==> config.mk <==
export PLATFORM = sky130hd
export DESIGN_NAME = imm_btarget_pipe
export DESIGN_NICKNAME = d
export VERILOG_FILES = /design/src/rtl/imm_btarget_pipe.sv
export SDC_FILE = /design/constraint.sdc
export NUM_CORES = 1
export LEC_CHECK = 0
export ABC_AREA = 1
export CAP_MARGIN = 10
export CORE_UTILIZATION = 47
export CTS_CLUSTER_DIAMETER = 40
export DETAILED_ROUTE_END_ITERATION = 6
export GPL_ROUTABILITY_DRIVEN = 0
export PLACE_DENSITY = 0.82
export SYNTH_ARGS = -nofsm -noshare
export SYNTH_HDL_FRONTEND = slang
export SYNTH_SLANG_ARGS = --single-unit
export TNS_END_PERCENT = 50
==> constraint.sdc <==
create_clock -name clk -period 3.65 [get_ports clk]
set_clock_uncertainty 0.15 [all_clocks]
set_input_delay 0.73 -clock clk [delete_from_list [all_inputs] [get_ports clk]]
set_output_delay 0.73 -clock clk [all_outputs]
set_load 0.01 [all_outputs]
==> src/rtl/imm_btarget_pipe.sv <==
// imm_btarget_pipe
//   Two-stage valid/ready pipeline for the decode/operand-fetch path.
//   For each accepted {instruction, pc} it produces:
//     - the branch target: pc + (sext(instr[OFF_W-1:0]) << SHAMT), wrapping at XLEN bits
//     - the expanded immediate selected by the modifier bits instr[IMM_W+1:IMM_W]:
//         00 sign-extend, 01 zero-extend, 10 place in the upper bits, 11 illegal (imm 0, err 1)
//     - a saturating count of illegal modifiers delivered downstream
//
//   Optional feature macro: IMM_BTARGET_RET_EN
//     When defined, out_ret_addr = pc + (1 << SHAMT) is produced in stage 2
//     (link-register value for calls). When undefined the port and its adder are absent.
//
//   Ports
//     clk, rst_n          rising-edge clock, asynchronous active-low reset
//     flush               synchronous kill of both stages and of this cycle's input
//     in_valid/in_ready   input handshake, in_instr (32b) and in_pc (XLEN)
//     out_valid/out_ready output handshake
//     out_btarget         branch target
//     out_imm             expanded immediate
//     out_imm_err         modifier was 2'b11
//     err_cnt             saturating illegal-modifier count (delivered results only)
//     out_ret_addr        return address (IMM_BTARGET_RET_EN only)
//
//   Handshake: a transfer happens on a rising edge where valid && ready. Stage 2
//   advances when it is empty or the consumer takes its result; stage 1 advances
//   when it is empty or stage 2 advances. in_ready is stage 1's advance condition,
//   so it depends combinationally on out_ready (no skid buffer). While a result is
//   offered and not taken, every out_* signal holds its value.
module imm_btarget_pipe #(
  parameter int XLEN  = 32,
  parameter int OFF_W = 27,
  parameter int IMM_W = 16,
  parameter int SHAMT = 2,
  parameter int CNT_W = 8
) (
  input  logic             clk,
  input  logic             rst_n,
  input  logic             flush,
  input  logic             in_valid,
  output logic             in_ready,
  input  logic [31:0]      in_instr,
  input  logic [XLEN-1:0]  in_pc,
  output logic             out_valid,
  input  logic             out_ready,
  output logic [XLEN-1:0]  out_btarget,
  output logic [XLEN-1:0]  out_imm,
  output logic             out_imm_err,
  output logic [CNT_W-1:0] err_cnt
`ifdef IMM_BTARGET_RET_EN
  ,
  output logic [XLEN-1:0]  out_ret_addr
`endif
);

  // ---------------------------------------------------------------------------
  // Field decode (combinational, ahead of stage 1)
  // ---------------------------------------------------------------------------
  logic [OFF_W-1:0] off_fld;
  logic [IMM_W-1:0] imm_fld;
  logic [1:0]       mod_fld;
  logic [XLEN-1:0]  off_sext;
  logic [XLEN-1:0]  imm_exp;
  logic             imm_err;

  assign off_fld  = in_instr[OFF_W-1:0];
  assign imm_fld  = in_instr[IMM_W-1:0];
  assign mod_fld  = in_instr[IMM_W+1:IMM_W];
  // Size cast of a signed operand sign-extends to XLEN.
  assign off_sext = XLEN'($signed(off_fld));

  // Upper instruction bits are not decoded here; fold them so lint sees them used.
  logic unused_instr;
  assign unused_instr = ^in_instr;

  always_comb begin
    imm_exp = '0;
    imm_err = 1'b0;
    case (mod_fld)
      2'b00:   imm_exp = XLEN'($signed(imm_fld));
      2'b01:   imm_exp = XLEN'(imm_fld);
      2'b10:   imm_exp = XLEN'(imm_fld) << (XLEN - IMM_W);
      default: begin
        // Illegal modifier: drive a defined zero rather than anything derived from the field.
        imm_exp = '0;
        imm_err = 1'b1;
      end
    endcase
  end

  // ---------------------------------------------------------------------------
  // Pipeline control
  // ---------------------------------------------------------------------------
  logic s1_valid, s2_valid;
  logic s1_adv, s2_adv;

  assign s2_adv   = !s2_valid || out_ready;
  assign s1_adv   = !s1_valid || s2_adv;
  assign in_ready = s1_adv;

  // ---------------------------------------------------------------------------
  // Stage 1: pc, sign-extended offset, expanded immediate, error flag
  // ---------------------------------------------------------------------------
  logic [XLEN-1:0] s1_pc;
  logic [XLEN-1:0] s1_off;
  logic [XLEN-1:0] s1_imm;
  logic            s1_err;

  always_ff @(posedge clk or negedge rst_n) begin
    if (!rst_n) begin
      s1_valid <= 1'b0;
      s1_pc    <= '0;
      s1_off   <= '0;
      s1_imm   <= '0;
      s1_err   <= 1'b0;
    end else begin
      if (flush) begin
        s1_valid <= 1'b0;
      end else if (s1_adv) begin
        s1_valid <= in_valid;
      end
      // Data is captured only on a real accept; a flushed input is dropped.
      if (s1_adv && in_valid && !flush) begin
        s1_pc  <= in_pc;
        s1_off <= off_sext;
        s1_imm <= imm_exp;
        s1_err <= imm_err;
      end
    end
  end

  // ---------------------------------------------------------------------------
  // Stage 2: target adder (and optional return-address incrementer)
  // ---------------------------------------------------------------------------
  logic [XLEN-1:0] s2_btarget;
  logic [XLEN-1:0] s2_imm;
  logic            s2_err;

`ifdef IMM_BTARGET_RET_EN
  localparam logic [XLEN-1:0] RET_INC = XLEN'(1) << SHAMT;
  logic [XLEN-1:0] s2_ret;
`endif

  always_ff @(posedge clk or negedge rst_n) begin
    if (!rst_n) begin
      s2_valid   <= 1'b0;
      s2_btarget <= '0;
      s2_imm     <= '0;
      s2_err     <= 1'b0;
`ifdef IMM_BTARGET_RET_EN
      s2_ret     <= '0;
`endif
    end else begin
      if (flush) begin
        s2_valid <= 1'b0;
      end else if (s2_adv) begin
        s2_valid <= s1_valid;
      end
      if (s2_adv && s1_valid && !flush) begin
        // Carry out of XLEN is discarded: targets wrap around the address space.
        s2_btarget <= s1_pc + (s1_off << SHAMT);
        s2_imm     <= s1_imm;
        s2_err     <= s1_err;
`ifdef IMM_BTARGET_RET_EN
        s2_ret     <= s1_pc + RET_INC;
`endif
      end
    end
  end

  // ---------------------------------------------------------------------------
  // Illegal-modifier counter: counts delivered results only, saturates at all-ones.
  // A result being flushed in the same cycle is not counted.
  // ---------------------------------------------------------------------------
  always_ff @(posedge clk or negedge rst_n) begin
    if (!rst_n) begin
      err_cnt <= '0;
    end else if (s2_valid && out_ready && s2_err && !flush && (err_cnt != '1)) begin
      err_cnt <= err_cnt + CNT_W'(1);
    end
  end

  assign out_valid   = s2_valid;
  assign out_btarget = s2_btarget;
  assign out_imm     = s2_imm;
  assign out_imm_err = s2_err;
`ifdef IMM_BTARGET_RET_EN
  assign out_ret_addr = s2_ret;
`endif

endmodule
# Word level (Yosys, flattened, before mapping)

Index checks and enable logic that the tools add are counted.
W data, S select, Z words.

Output and inout port bits: 75
Flip-flop bits (word level): 167

Muxes and demuxes: 6
Reductions and logical operators: 17
Eq/ne operators: 3
$add $sub $neg: 2

Operators with widths:

| cell                  | count |
|---|---|
| $pmux W32 S3          | 1 |
| $add A32 B32 Y32      | 1 |
| $add A8 B1 Y8 const B | 1 |
| $logic_and A1 B1 Y1   | 8 |
| $ne A8 B8 Y1 const B  | 1 |
| $mux W1               | 5 |
| $reduce_bool A2 Y1    | 2 |
| $logic_not A1 Y1      | 3 |
| $reduce_or A3 Y1      | 1 |
| $eq A2 B1 Y1 const B  | 1 |
| $eq A2 B2 Y1 const B  | 1 |
| $logic_not A2 Y1      | 1 |
| $logic_or A1 B1 Y1    | 2 |

# Longest topological paths before layout

Gate-level depths: netlist of the first run.

Depth in word-level cells: 5
Mapped depth: 13
Mapped depth without buffers: 13

# Worst setup path after synthesis of the first run

No wires, ideal clock.

Kind: register to register
From: reg s1_pc[2]
To: reg s2_btarget[30], in the netlist out_btarget[30]
Period minus slack after synthesis: 1.948 ns
Data arrival time: 1.680 ns
Buffers on the path: 0
Setup slack: 1.702 ns
Data required time: 3.383 ns
Cell stages (with the launch flop): 14
Cell sequence: dfrtp_1 ha_1 inv_1 fa_1 inv_1 nand3_1 nand3_1 nand3_1 nand3_1 nand2_1 nand2_1 nand2_1 nand3_1 nand2_1

Cells in the longest elaborated chain, start to end: 1

Ends and longest elaborated chain:

| item                   | RTL line | text |
|---|---|---|
| start, declared        | 103      | `logic [XLEN-1:0] s1_pc;` |
| start signal, assigned | 123      | `s1_pc <= in_pc;` |
| $add A32 B32 Y32       | 160      | `s2_btarget <= s1_pc + (s1_off << SHAMT);` |
| end signal, assigned   | 160      |  |
| end, declared          | 134      | `logic [XLEN-1:0] s2_btarget;` |

No other way between the ends.
A chain may end at the register's enable or synchronous reset.

# Worst setup path in the final report of the first run

From: in out_ready
To: out in_ready

Cells in the longest elaborated chain, start to end: 2

Ends and longest elaborated chain:

| item               | RTL line | text |
|---|---|---|
| start, declared    | 44       | `input logic out_ready,` |
| $logic_or A1 B1 Y1 | 96       | `assign s2_adv = !s2_valid \|\| out_ready;` |
| $logic_or A1 B1 Y1 | 97       | `assign s1_adv = !s1_valid \|\| s2_adv;` |
| end, declared      | 40       | `output logic in_ready,` |

No other way between the ends.

==> metrics.md, run 1 <==
| Metric | Value |
|---|---|
| Status | completed |
| Largest net degree at the start of global routing | 75 |
| Worst setup margin | 0.786 ns |
| Die H | ~140 microns |
| Top_reg_cell synth | dfrtp_1 |
| GRT Resource Usage Total | 0.240 |
| Worst-Skew Late Latency | about 0.44 ns |
| Tot Pwr | around 6000 uW |
| Vias/cell | ~5 |
| Area growth, synth to finish | 25.6% |
| Post-synthesis cell count | 1076 |
| Number of buffers inserted by hold repair at cts | 0 |
| Wire length of the first global-routing pass | 34400 microns |
| Crit start category | primary input |
| Grt ovf | 0 |
| Most used cell, CP | clkdlybuf4s50_1 |
| Setup CP Type | primary input to output pin |
| Final slew viol count | 0 |
| Core area | ~17000 sq um |
| Cell leakage power | 0.00552 uW |
| PortBufs | roughly 140 |
| CTS root buf | clkbuf_16 |
| Syn. warnings | 0 |
| CP Capture Type | output pin |
| Unrepaired setup endpoints after global routing | no |
| Crit path depth | 4 |
| FF+latch count, synth | 167 |
| Initial antenna violation count | 0 |
| First-iteration detailed-routing DRC count | 489 |
| # DRC | 0 |
| EDFF count, synth | 0 |
| WHS | 0.155 ns |
| Slowest Stage Delay on Critical Path | 0.57 ns |
| CTS tree | built |
| Worst slew pin tran | a little under 0.7 ns |
| Area of the die | 18500 sq um |
| Sequential fraction of the synthesis area | 0.495 |
| ANT nets after route | 0 |
| Vias | 7329 |
| Setup TNS | 0 ns |
| CP Buf/Inv Count | 2 |
| Slowest stage cell, crit path | clkdlybuf4s50_1 |
| Final setup fails | 0 |
| IO Count | 144 |
| Ys async rst share | 1.00 |
| Fmax | roughly 0.35 GHz |
| Post-CTS setup buffer count | 0 |
| Crit path DAT | ~2.0 ns |
| WL final | 20800 microns |
| Slew HR | 0.545 |
| Maximum VDD drop | around 380 uV |
| Max clock buf depth | 2 |
| Layout cell share with drive strength beyond 1 | 0.0532 |
| Final nets | 1308 |
| Area of the mapped netlist | ~8400 sq um |
| Crit path time final | 2.86 ns |
| Most frequent cells in the layout | nand2_1, dfrtp_1, inv_1 |
| Hold Path Class | primary input to async pin |
| Pwr/cell area | 559 nW/um^2 |
| CP cell instances | clkdlybuf4s50_1 > nor2_2 > nand2_1 > clkdlybuf4s50_1 |
| CP Max Fanout | 3 |
| Max_cap viols | 0 |
| Vias in the first global route | roughly 7100 |
| Dpl ws | 0.756 ns |
| R2R depth | 13 |
| DIE WIDTH | around 140 microns |
| Hold Fails Final Rpt | 0 |
| Clk slew on worst S/H paths | about 0.07 ns |
| 1st-pass router iterations | 5 |
| Fin crit share | 0.785 |
| Cell row count | 48 |
| Syn Nets | 1176 |
| PostCTS Resize Cnt | 0 |
| Critical Path RT | 2.77 ns |
| Clock sink count | 167 |
| H-tree levels | 4 |
| Post-DR wirelength/cell | 14.4 microns |
| Count of cell types in the netlist | 37 |
| Starting Density | 0.484 |
| Hpwl dp | about 15000 microns |
| Commonest non-fill, non-tap cell in the layout | nand2_1 |
| Cell family with most CP delay | buffers and inverters |
| Syn_area_per_cell | between 7 and 8 sq um |
| Antenna Cells | 0 |
| CTS Buf Count | 17 |
| Filler Cell Count | ~1500 |
==> report_power, final <==
group          leakage (uW)  switching [uW]  internal, uW
clock network      0.000278             838           913
registers           0.00213             203          2180
logic               0.00311             963           818
==> layer usage <==
metal | share of wire | vias to the layer above | track usage
met5 | 0 | - | 0
met4 | 0.021 | 0 | 0.0895
met3 | 0.058 | 44 | 0.0470
met2 | 0.47 | 233 | 0.388
met1 | 0.45 | 3432 | 0.321
li1 | - | 3620 | -
==> flip-flops by register name (all words and copies together) (netlist names), 8 cells and up <==
| signal | flops |
|---|---|
| s1_off | 27 |
| s1_imm | 32 |
| out_imm | 32 |
| out_btarget | 32 |
| err_cnt | 8 |
| s1_pc | 32 |
==> synthesized netlist by cell type, types with 3 or more instances <==
master | instances | area (sq um)
o21bai_1 | 3 | 22.5
nor2_1 | 42 | 158
inv_1 | 138 | 518
dfrtp_1 | 167 | 4180
nand3_2 | 3 | 30.0
nand4_1 | 4 | 25.0
xnor2_1 | 13 | 114
nand2_1 | 448 | 1680
o221ai_1 | 15 | 131
clkbuf_1 | 8 | 30.0
ha_1 | 30 | 375
nand3_1 | 53 | 265
a21oi_1 | 23 | 115
xor2_1 | 5 | 43.8
o21ai_1 | 5 | 25.0
nand2_2 | 8 | 50.1
nor2_2 | 3 | 18.8
o21ai_0 | 44 | 220
nand3b_1 | 4 | 30.0
buf_2 | 22 | 110
o22ai_1 | 18 | 113
==> cells by family (layout without fill, tap and decap cells) <==
logic type      count (synthesis)  count (layout)  share of synthesized area
simple gates                  574             574                      0.277
mux                             1               1                    0.00134
buf+inv                       173             318                     0.0825
fa+ha+maj                      31              31                     0.0469
flops                         167             167                      0.495
compound gates                112             112                     0.0785
xor+xnor                       18              18                     0.0187
==> final timing paths <==
path	startpoint	endpoint	slack [ns]
worst min-delay path	rst_n	out_imm[10]$_DFFE_PN0P_	0.15
worst min register to register	s1_pc[0]$_DFFE_PN0P_	out_btarget[0]$_DFFE_PN0P_	0.33
worst max-delay path	out_ready	in_ready	0.79
worst max register to register	s1_pc[2]$_DFFE_PN0P_	out_btarget[30]$_DFFE_PN0P_	1.33
max in group asynchronous	rst_n	s1_off[26]$_DFFE_PN0P_	2.32
min in group clk	s1_pc[0]$_DFFE_PN0P_	out_btarget[0]$_DFFE_PN0P_	0.33
==> worst reg2reg max path: stages, from the launching register on <==
cell and delay, ns:
dfrtp_1 0.35, ha_1 0.23, inv_1 0.07, fa_1 0.41, inv_1 0.11, nand3_1 0.07
nand3_1 0.17, nand3_1 0.10, nand3_1 0.18, nand2_1 0.11, nand2_1 0.08, nand2_1 0.05
nand3_1 0.06, nand2_1 0.07
==> cell type report <==
class                      count  area, sq um  share of cell area
timing repair buffer         147         1460               0.138
sequential                   167         4180               0.394
tap                          225          282              0.0266
clock buffer                  17          425              0.0401
multi-input combinational    736         3570               0.337
inverter                     139          522              0.0492
clock inverter                15          159              0.0150
==> stage by stage <==
step / utilization / area [sq um] / cells
finish: 0.608 / 10600 / 1446
global route: 0.608 / 10600 / 1446
floorplan: - / 8430 / 1076
CTS: 0.608 / 10600 / 1446
global placement: 0.575 / 10000 / 1414
detailed placement: 0.575 / 10000 / 1414
No activity file was read; power rests on OpenSTA's default activity.
==> run 2, diff against run 1 <==
PLACE_DENSITY = 0.85   (was 0.82)
clock period = 2.4 ns   (was 3.65 ns; I/O delays follow)
==> metrics.md, run 2 (same netlist as run 1, synthesis figures left out) <==
| Metric | Value |
|---|---|
| Hold EP | out_btarget[25]$_DFFE_PN0P_ |
| Critical Path RT | 1.77 ns (-1.00 ns) |
| CP Max Fanout | 3 (unchanged) |
| DIE WIDTH | 136 microns (unchanged) |
| Unrepaired setup endpoints after global routing | no |
| # DRC | 0 (unchanged) |
| Slew HR | 0.618 (+0.0734) |
| PortBufs | 138 (unchanged) |
| GRT Resource Usage Total | 0.248 (+0.00790) |
| Most frequent cells in the layout | nand2_1, dfrtp_1, inv_1 |
| Fin util | 0.617 (+0.00812) |
| Final slew viol count | 0 (unchanged) |
| Setup TNS | 0 ns (unchanged) |
| Hold Fails Final Rpt | 0 (unchanged) |
| CP Capture Type | output pin |
| Layout cell share with drive strength beyond 1 | 0.0580 (+0.00472) |
| Area growth, synth to finish | 27.3% |
| Worst R2R End | out_btarget[26]$_DFFE_PN0P_ |
| 1st-pass router iterations | 5 (unchanged) |
| Clk slew on worst S/H paths | 0.07 ns (about the same) |
| WHS | 0.330 ns (+0.175 ns) |
| CTS Buf Count | 17 (unchanged) |
| Maximum VDD drop | 589 uV (+54%) |
| Worst r2r src | s1_pc[2]$_DFFE_PN0P_ |
| Wire length of the first global-routing pass | 35600 microns (+3.4%) |
| Setup CP Type | primary input to output pin |
| Max_cap viols | 0 (unchanged) |
| Fmax | 0.428 GHz |
| Final nets | 1312 (+0.31%) |
| Cell row count | 48 (unchanged) |
| Cell leakage power | 0.00559 uW (+1.2%) |
| Clock sink count | 167 (unchanged) |
| Post-CTS setup buffer count | 0 (unchanged) |
| Largest net degree at the start of global routing | 67 (-11%) |
| Starting Density | 0.484 (unchanged) |
| WL final | 21700 microns (+4.3%) |
| Grt ovf | 0 (unchanged) |
| Initial antenna violation count | 0 (unchanged) |
| Post-DR wirelength/cell | 14.9 microns (+4.0%) |
| IO Count | 144 (unchanged) |
| ANT nets after route | 0 (unchanged) |
| First-iteration detailed-routing DRC count | 592 (+21%) |
| Vias | 7507 (+2.4%) |
| Fin crit share | 0.974 |
| Hpwl dp | 15500 microns (+2.0%) |
| Core area | 17400 sq um (unchanged) |
| Area of the die | 18500 sq um (unchanged) |
| Commonest non-fill, non-tap cell in the layout | nand2_1 |
| CTS root buf | clkbuf_16 |
| Hold Path Class | flip-flop to flip-flop |
| Crit start category | primary input |
| Antenna Cells | 0 (unchanged) |
| H-tree levels | 4 (unchanged) |
| CTS tree | built |
| Vias/cell | 5.18 (+2.1%) |
| Hold depth | 2 |
| Vias in the first global route | 7325 (+3.1%) |
| Worst-Skew Late Latency | 0.45 ns (about the same) |
| Hold Crit Start | out_btarget[25]$_DFFE_PN0P_ |
| Status | completed |
| Worst slew pin tran | 0.572 ns (-0.109 ns) |
| Final setup fails | 0 (unchanged) |
| Crit path DAT | 1.71 ns (-0.27 ns) |
| Max clock buf depth | 2 (unchanged) |
| R2R depth | 13 (unchanged) |
| Pwr/cell area | 852 nW/um^2 (+53%) |
| Die H | 136 microns (unchanged) |
| R2r setup slk | 0.19 ns (-1.14 ns) |
| Crit path time final | between 2 and 2.5 ns |
==> run 2: changes by cell type in the layout (fill, tap and decap cells not counted), moves of 2 or more <==
cell	delta
inv_8	-3
nand3_1	-2
buf_4	-2
buf_12	+5
clkinvlp_4	-2
nand3_2	+2
inv_6	+3
==> run 2: worst max-delay path: stages <==
cell             delay, ns
clkdlybuf4s50_1       0.49
nor2_2                0.06
nand2_1               0.11
clkdlybuf4s50_1       0.57
==> run 2: area by class of cell <==
type / instances / area [sq um]
Sequential cell: 167 / 4180
Timing Repair Buffer: 151 / 1560
Clock inverter: 15 / 183
Tap cell: 225 / 282
Multi-Input combinational cell: 736 / 3590
Clock buffer: 17 / 425
Inverter: 139 / 522
Fill cell: 1432 / 6680
==> run 2: how the worst max path moves through the flow <==
stage,startpoint,end,slack (ns)
after CTS,s1_off[0]$_DFFE_PN0P_,out_btarget[30]$_DFFE_PN0P_,0.04
after floorplan,s1_pc[2]$_DFFE_PN0P_,out_btarget[30]$_DFFE_PN0P_,0.45
after global routing,s1_off[0]$_DFFE_PN0P_,out_btarget[18]$_DFFE_PN0P_,0.008
after detailed placement,out_ready,in_ready,0.07
final,out_ready,in_ready,0.06
after global placement,out_ready,in_ready,0.07
==> run 2: layer usage <==
| layer | global-route usage | up-vias | part of all wire |
|---|---|---|---|
| met4 | 0.102 | 0 | 0.031 |
| met5 | 0 | - | 0 |
| met2 | 0.401 | 252 | 0.47 |
| met1 | 0.326 | 3546 | 0.43 |
| met3 | 0.0522 | 56 | 0.065 |
| li1 | - | 3653 | - |
==> run 2: what timing repair did <==
action / 4_1_cts / 5_1_grt
endpoints found under the hold margin: 47 / 0
hold buffers: 1 / 0
setup endpoints to repair: 0 / 6
gates resized for setup: 0 / 4
==> run 2: where the power goes <==
group	internal [uW]	switching [uW]	total (uW)	leakage, uW
Combinational	1270	1470	2740	0.00316
Clock	1490	1280	2770	0.000294
Sequential	3320	316	3640	0.00213
==> run 2: per-stage QoR <==
step / total power, uW / setup WS (ns) / instance area (sq um) / instances
after floorplan: 5130 / 0.452 / 8430 / 1076
after global placement: 6280 / 0.0726 / 10100 / 1417
after detailed placement: 6360 / 0.0691 / 10100 / 1417
after CTS: 9170 / 0.0431 / 10700 / 1450
after global routing: 9660 / 0.00779 / 10700 / 1450
final: 9150 / 0.0633 / 10700 / 1450
